--- src/rtl/key_irq_ctrl_if.sv ---
// rtl/key_irq_ctrl_if.sv - register bus between system bridge and key_irq_ctrl
interface key_irq_ctrl_if;
  logic [2:0]  Addr;
  logic        WE;
  logic [31:0] WD;
  logic [31:0] RD;

  // bridge side drives address/write, receives read data
  modport master (output Addr, output WE, output WD, input RD);
  // device side
  modport slave (input Addr, input WE, input WD, output RD);
endinterface

--- src/rtl/key_irq_ctrl.sv ---
// rtl/key_irq_ctrl.sv - debounced user-key device with edge capture and maskable IRQ (optional press counter: KEY_IRQ_PRESS_CNT_EN)
module key_irq_ctrl #(
  parameter int DEBOUNCE_CYCLES = 200000
) (
  input  logic              CLK,
  input  logic              RST,
  key_irq_ctrl_if.slave     bus,
  input  logic [7:0]        user_key,
  output logic              IRQ
);

  localparam int CW = $clog2(DEBOUNCE_CYCLES);
  localparam logic [CW-1:0] CNT_LAST = CW'(DEBOUNCE_CYCLES - 1);

  logic [7:0]    sync1;
  logic [7:0]    sync2;
  logic [7:0]    stable;
  logic [7:0]    stable_nxt;
  logic [CW-1:0] cnt     [8];
  logic [CW-1:0] cnt_nxt [8];

  logic [7:0] imask;
  logic [7:0] pend;
  logic [1:0] ctrl;
  logic [7:0] press;
  logic [7:0] release_ev;
  logic [7:0] edge_set;
  logic [7:0] pend_clr;

  logic wr_imask;
  logic wr_pend;
  logic wr_ctrl;

  // only the low byte of write data carries register content
  logic unused_wd;
  assign unused_wd = ^bus.WD[31:8];

  assign wr_imask = bus.WE && (bus.Addr == 3'd1);
  assign wr_pend  = bus.WE && (bus.Addr == 3'd2);
  assign wr_ctrl  = bus.WE && (bus.Addr == 3'd3);

  // two-flop synchronizer; inverted so 1 means pressed
  always_ff @(posedge CLK or negedge RST) begin
    if (!RST) begin
      sync1 <= '0;
      sync2 <= '0;
    end else begin
      sync1 <= ~user_key;
      sync2 <= sync1;
    end
  end

  // per-key debounce: accept the new level only after it has differed for DEBOUNCE_CYCLES cycles
  always_comb begin
    stable_nxt = stable;
    for (int i = 0; i < 8; i++) begin
      cnt_nxt[i] = '0;
      if (sync2[i] != stable[i]) begin
        if (cnt[i] == CNT_LAST) begin
          stable_nxt[i] = sync2[i];
        end else begin
          cnt_nxt[i] = cnt[i] + CW'(1);
        end
      end
    end
  end

  // debounce state registers
  always_ff @(posedge CLK or negedge RST) begin
    if (!RST) begin
      stable <= '0;
      for (int i = 0; i < 8; i++) begin
        cnt[i] <= '0;
      end
    end else begin
      stable <= stable_nxt;
      for (int i = 0; i < 8; i++) begin
        cnt[i] <= cnt_nxt[i];
      end
    end
  end

  // edge selection; a new edge overrides a same-cycle write-1-to-clear
  always_comb begin
    press      = stable_nxt & ~stable;
    release_ev = stable & ~stable_nxt;
    edge_set   = ctrl[1] ? release_ev : press;
    pend_clr   = wr_pend ? bus.WD[7:0] : 8'h00;
  end

  // control/status registers and registered interrupt output
  always_ff @(posedge CLK or negedge RST) begin
    if (!RST) begin
      imask <= '0;
      ctrl  <= '0;
      pend  <= '0;
      IRQ   <= 1'b0;
    end else begin
      if (wr_imask) imask <= bus.WD[7:0];
      if (wr_ctrl)  ctrl  <= bus.WD[1:0];
      pend <= (pend & ~pend_clr) | edge_set;
      IRQ  <= ctrl[0] & (|(pend & imask));
    end
  end

`ifdef KEY_IRQ_PRESS_CNT_EN
  logic [31:0] press_cnt;
  logic [3:0]  press_num;
  logic        wr_cnt;

  assign wr_cnt = bus.WE && (bus.Addr == 3'd4);

  // number of keys accepting a press this cycle
  always_comb begin
    press_num = 4'd0;
    for (int i = 0; i < 8; i++) begin
      press_num = press_num + {3'b000, press[i]};
    end
  end

  // global press counter; a clearing write drops a same-cycle increment
  always_ff @(posedge CLK or negedge RST) begin
    if (!RST) begin
      press_cnt <= '0;
    end else if (wr_cnt) begin
      press_cnt <= '0;
    end else begin
      press_cnt <= press_cnt + {28'd0, press_num};
    end
  end
`endif

  // combinational read mux; unmapped indices read 0
  always_comb begin
    bus.RD = '0;
    case (bus.Addr)
      3'd0: bus.RD[7:0] = stable;
      3'd1: bus.RD[7:0] = imask;
      3'd2: bus.RD[7:0] = pend;
      3'd3: bus.RD[1:0] = ctrl;
`ifdef KEY_IRQ_PRESS_CNT_EN
      3'd4: bus.RD      = press_cnt;
`endif
      default: bus.RD = '0;
    endcase
  end

endmodule

--- src/flat_wrapper.sv ---
// flat-port wrapper written by rule: the top's interface ports become plain ports
module key_irq_ctrl_flat 
#(
  parameter int DEBOUNCE_CYCLES = 200000
)
  (CLK, RST, user_key, IRQ, bus_Addr, bus_WE, bus_WD, bus_RD);
  key_irq_ctrl_if bus_i ();
  input  logic CLK;
  input  logic RST;
  input  logic [7:0] user_key;
  output logic IRQ;
  input wire logic [$bits(bus_i.Addr)-1:0] bus_Addr;
  input wire logic [$bits(bus_i.WE)-1:0] bus_WE;
  input wire logic [$bits(bus_i.WD)-1:0] bus_WD;
  output wire logic [$bits(bus_i.RD)-1:0] bus_RD;
  assign bus_i.Addr = bus_Addr;
  assign bus_i.WE = bus_WE;
  assign bus_i.WD = bus_WD;
  assign bus_RD = bus_i.RD;
  key_irq_ctrl #(.DEBOUNCE_CYCLES(DEBOUNCE_CYCLES)) u_core (.CLK(CLK), .RST(RST), .bus(bus_i), .user_key(user_key), .IRQ(IRQ));
endmodule
--- config.mk ---
export PLATFORM = sky130hd
export DESIGN_NAME = key_irq_ctrl_flat
export DESIGN_NICKNAME = d
export VERILOG_FILES = /design/src/rtl/key_irq_ctrl_if.sv /design/src/rtl/key_irq_ctrl.sv /design/src/flat_wrapper.sv
export SDC_FILE = /design/constraint.sdc
export NUM_CORES = 1
export LEC_CHECK = 0
export CORE_ASPECT_RATIO = 0.5
export CORE_MARGIN = 2
export CORE_UTILIZATION = 25
export CTS_CLUSTER_SIZE = 20
export DETAILED_ROUTE_END_ITERATION = 7
export GPL_TIMING_DRIVEN = 0
export SYNTH_ARGS = -nofsm -noshare
export SYNTH_HDL_FRONTEND = slang
export SYNTH_SLANG_ARGS = --single-unit
--- constraint.sdc ---
create_clock -name CLK -period 1.9 [get_ports CLK]
set_input_delay 0.38 -clock CLK [delete_from_list [all_inputs] [get_ports CLK]]
set_output_delay 0.38 -clock CLK [all_outputs]
set_load 0.03 [all_outputs]
# [After elaboration in Yosys (flattened, before gate mapping)]
# Cells that the tools add are included.
[op_classes] eq_ne=19 n_addsub=8 n_reduce_logical=5 mux=36 bitwise_logic=10
[op_table] op="$mux 18" count=16
[op_table] op="$add 18x1->18 const B" count=8
[op_table] op="$eq 18x18->1 const B" count=8
[op_table] op="$and 8x8->8" count=4
[op_table] op="$not 8->8" count=4
[op_table] op="$pmux 6 s3" count=1
[op_table] op="$mux 1" count=16
[op_table] op="$mux 8" count=2
[op_table] op="$ne 1x1->1" count=8
[op_table] op="$or 8x8->8" count=1
[op_table] op="$pmux 2 s4" count=1
[op_table] op="$reduce_or 8->1" count=1
[op_table] op="$eq 3x2->1 const B" count=2
[op_table] op="$eq 3x1->1 const B" count=1
[op_table] op="$logic_and 1x1->1" count=3
[op_table] op="$logic_not 3->1" count=1
[op_table] op="$and 1x1->1" count=1
[word_totals] ff_bits=187 elab_cells=93 out_inout_bits=33 inputBits=46

# [Longest topological paths before layout]
[logic_depth] depth_word=7 mapped_depth=7 mapped_depth_nobuf=5

# [Worst setup path after synthesis]
# No wires, ideal clock.
[synth_timing] path_kind="input-to-output" from="input port bus_Addr[1]" to="output port bus_RD[2]" arrival_ps=1499 path_slack_ps=21 stages=4 required_ps=1520 path_buffers=1 path_cell_list="clkbuf_1 > nor2b_1 > a21oi_1 > nor2_1"
[synth_via] elab_chain_cells=2 word_cells_on_any_way=4 cone_classes="2 x eq/ne; 1 x mux; 1 x reduce/logical"
[synth_rtl] element="start: declaration" line_no="flat_wrapper.sv:12" text="input wire logic [$bits(bus_i.Addr)-1:0] bus_Addr;"
[synth_rtl] element="$eq 3x2->1, or another cell as far along" line_no="key_irq_ctrl.sv:136" text="case (bus.Addr)"
[synth_rtl] element="$pmux 6 s3 (*)" line_no="key_irq_ctrl.sv:136"
[synth_rtl] element="end: declaration" line_no="flat_wrapper.sv:15" text="output wire logic [$bits(bus_i.RD)-1:0] bus_RD;"
# Mark *: on every way between the ends. The rest lies on a longest branch, timed or not.

# [Worst setup path after layout]
[layout_timing] from="register u_core.stable[1]" to="output port bus_RD[1]"
[layout_via] elab_chain_cells=1
[layout_rtl] element="start: declaration" line_no="key_irq_ctrl.sv:17" text="logic [7:0] stable;"
[layout_rtl] element="start signal: assignment" line_no="key_irq_ctrl.sv:76" text="stable <= stable_nxt;"
[layout_rtl] element="$pmux 2 s4" line_no="key_irq_ctrl.sv:136"
# Every way passes these cells.

==> results.yml <==
synth:
  synth_top_family_by_area: "simple AND/OR/NAND/NOR gates"
  synth_compound_area_share_pct: 4.970
  synth_simple_gate_area_share_pct: 24.59
  synth_xor_area_share_pct: 11.56
  synth_area_um2: 9315
  ys_ff_latch: 187
  yosysMostFrequentCell: "dfrtp_1"
  synth_flop_cell: "dfrtp_1"
  synth.largest_area_cell: "dfrtp_1"
  synth_edf_count: 0
  yosys_warnings: 0
  synth_fa_ha_area_share_pct: 1.075
  syn_avg_cell_area_um2: 10.06
  synth_cells: 926
  synth_common_cells: "dfrtp_1 (187), nor2_1 (162), xnor2_1 (63)"
  synthMuxAreaShare_pct: 3.304
  ys_seq_area_share_pct: 50.24
  synthArstFlopShare_pct: 100.0
  synthTopCellsByArea: "dfrtp_1 (50%), nor2_1 (6.5%), xnor2_1 (5.9%)"
  synth_top_area_share_pct: 50.24
  yosysUniqueCellTypes: 50
status:
  status: "finished with violations"
  violations: "negative hold slack, negative setup slack"
final_layout:
  nets: 1080
  final_area_um2: 11330
  drive_gt1_share_pct: 17.13
  insertedDiodeCount: 0
  syn2layout_area_growth_pct: 21.60
clock_network:
  hold_buffers: 0
  cts_tree: "yes"
  cts_max_level: 4
  clk_latency_ns: 0.44
  numCtsBuffers: 17
  ctsLongestPathBuffers: 2
  clk_pin_slew_ns: 0.08
  cts_sinks: 187
  cts_root_buf: "clkbuf_16"
critical_path:
  path_class: "flip-flop to output port"
  r2r_start: "u_core.cnt[36]"
  r2r_setup_slack_ns: 0.09
  cp-endpoint: "bus_RD[1]"
  arrival_ns: 1.61
  reg2reg_depth: 6
  startpoint: "u_core.stable[1]"
  cp_max_fo: 5
  startpoint_type: "flip-flop"
  cp.required_ns: 1.52
  rr_endpoint: "u_core.stable[5]"
  critPathCaptureType: "output port"
floorplan:
  die_y_um: 140.5
  io_pins: 79
  dieArea_um2: 38920
  fp.coreArea_um2: 36290
  rows: 49
  fp.dieW_um: 277.0
  start_util_pct: 25.67
routing:
  avgRoutedWirePerCell_um: 12.54
  ant_nets: 0
  drt_iter0_drc: 537
  wirelength_mm: 19.10
  num_vias: 6858
  drtPass1Iterations: 5
  drc: 0
  viasPerCell: 4.503
timing:
  slew_headroom_pct: 39.39
  worstMarginPinSlew_ns: 0.9091
  slew_violations: 0
  hold_violations: 5
  fin_ws_ns: -0.08925
  rsz0062_at_grt: "yes"
  skew_ns: 0.01257
  fin_crit_sh_pct: 104.7
  fmax_mhz: 502.7
  finalSetupViolCount: 3
  period_minus_slack_ns: 1.989
  whs_ns: -0.02837
  tns_ns: -0.1728
flow_run:
  drv_cap: 0
global_routing:
  grt_usage_pct: 10.02
  grt_first_pass_wirelength_mm: 32.25
  grt-ovfl-total: 0
  grt_max_degree: 118
  antenna_found_initial: 0
  grt_pass1_vias: 6389
power_and_ir_drop:
  power_density_nw_per_um2: 748.3
  power.total_mw: 8.476
  peakVddDrop_uv: 572.7
  leakage_nw: 4.671
placement:
  gp_congestion: 0.8032
  dp_hpwl_mm: 12.40
  port_buffers: 30
  placed_area_um2: 10340
  place_ws_ns: -1.389
worst_hold_path:
  hold_class: "primary input to async pin"
==> worst max-delay path: stages (launching register included) <==
cell and delay [ns]:
dfrtp_1 0.41, mux4_2 0.47, nor2b_4 0.15, buf_6 0.15
==> area by class of cell <==
type / instances / area (µm²)
buffer: 43 / 315.3
multi-input combinational: 688 / 4461
clock inverter: 15 / 158.9
clock buffer: 17 / 425.4
sequential: 187 / 4684
inverter: 29 / 108.9
tap: 484 / 605.6
fill: 3734 / 24970
timing repair buffer: 60 / 568.0
==> logic make-up (layout without fill, tap and decap cells) <==
group	Yosys count	after routing
AND/OR/NAND/NOR	446	446
flip-flops	187	187
XOR/XNOR	123	123
buffers and inverters	74	164
AO/OA/AOI/OAI	61	61
multiplexers	26	26
adder cells (fa/ha/maj)	8	8
other	1	24
==> per-layer routing <==
| layer | wire length [µm] | global-route usage [%] | part of all wire (%) |
|---|---|---|---|
| met1 | 9222 | 13.48 | 48 |
| met2 | 9103 | 16.15 | 48 |
| met3 | 494 | 2.035 | 2.6 |
| met4 | 278 | 3.318 | 1.5 |
| met5 | 0 | 0 | 0 |
==> registers in the layout, summed over array words and instances (netlist names) <==
name / flops
u_core.sync1: 8
u_core.stable: 8
u_core.pend: 8
u_core.imask: 8
u_core.IRQ: 1
u_core.sync2: 8
u_core.cnt: 144
u_core.ctrl: 2
==> through the flow <==
stage	instances	hold slack (ns)	util [%]
final	1523	-0.02837	31.21
after global routing	1523	0.05161	31.21
after CTS	1513	0.05601	30.69
after detailed placement	1464	0.3356	28.49
after global placement	1463	0.3350	28.40
after floorplan	949	0.08441	-
==> timing repair <==
action                                  in CTS  in global routing
hold endpoints to repair                     0                  0
cloned                                       0                  1
endpoints found under the setup margin     100                 88
setup buffers                               19                  9
pin swaps                                    8                  9
resized for setup                           77                 35
==> placed cells by master (no fill, tap or decap), drive strengths merged, types with 7 or more instances in the layout <==
cell,Yosys,final
dfrtp,187,187
nor2,162,162
buf,38,76
xnor2,63,63
nand4,61,61
xor2,60,60
nand2,48,48
nand3,45,45
inv,29,35
nor4,31,31
nor3,26,26
conb,1,24
clkbuf,7,24
a21oi,20,20
clkdlybuf4s50,0,19
mux2,18,18
and4,16,16
o21ai,15,15
and3,10,10
o31ai,9,9
ha,8,8
or3,7,7
==> where the power goes <==
group          leakage [nW]  switching, mW  internal (mW)
clock                 0.281           1.69           1.86
combinational          1.86          0.414          0.311
sequential             2.53          0.108           4.09
==> how the worst min path moves through the flow <==
| stage | end | cells past startpoint | slack (ns) |
|---|---|---|---|
| 2_1_floorplan | u_core.IRQ | 0 | 0.08 |
| 3_3_place_gp | u_core.sync2[0] | 0 | 0.34 |
| 3_5_place_dp | u_core.sync2[2] | 0 | 0.34 |
| 4_1_cts | u_core.cnt[93] | 1 | 0.06 |
| 5_1_grt | u_core.cnt[94] | 1 | 0.05 |
| 6_report | u_core.cnt[94] | 1 | -0.03 |
Power figures use the tool's default switching activity.
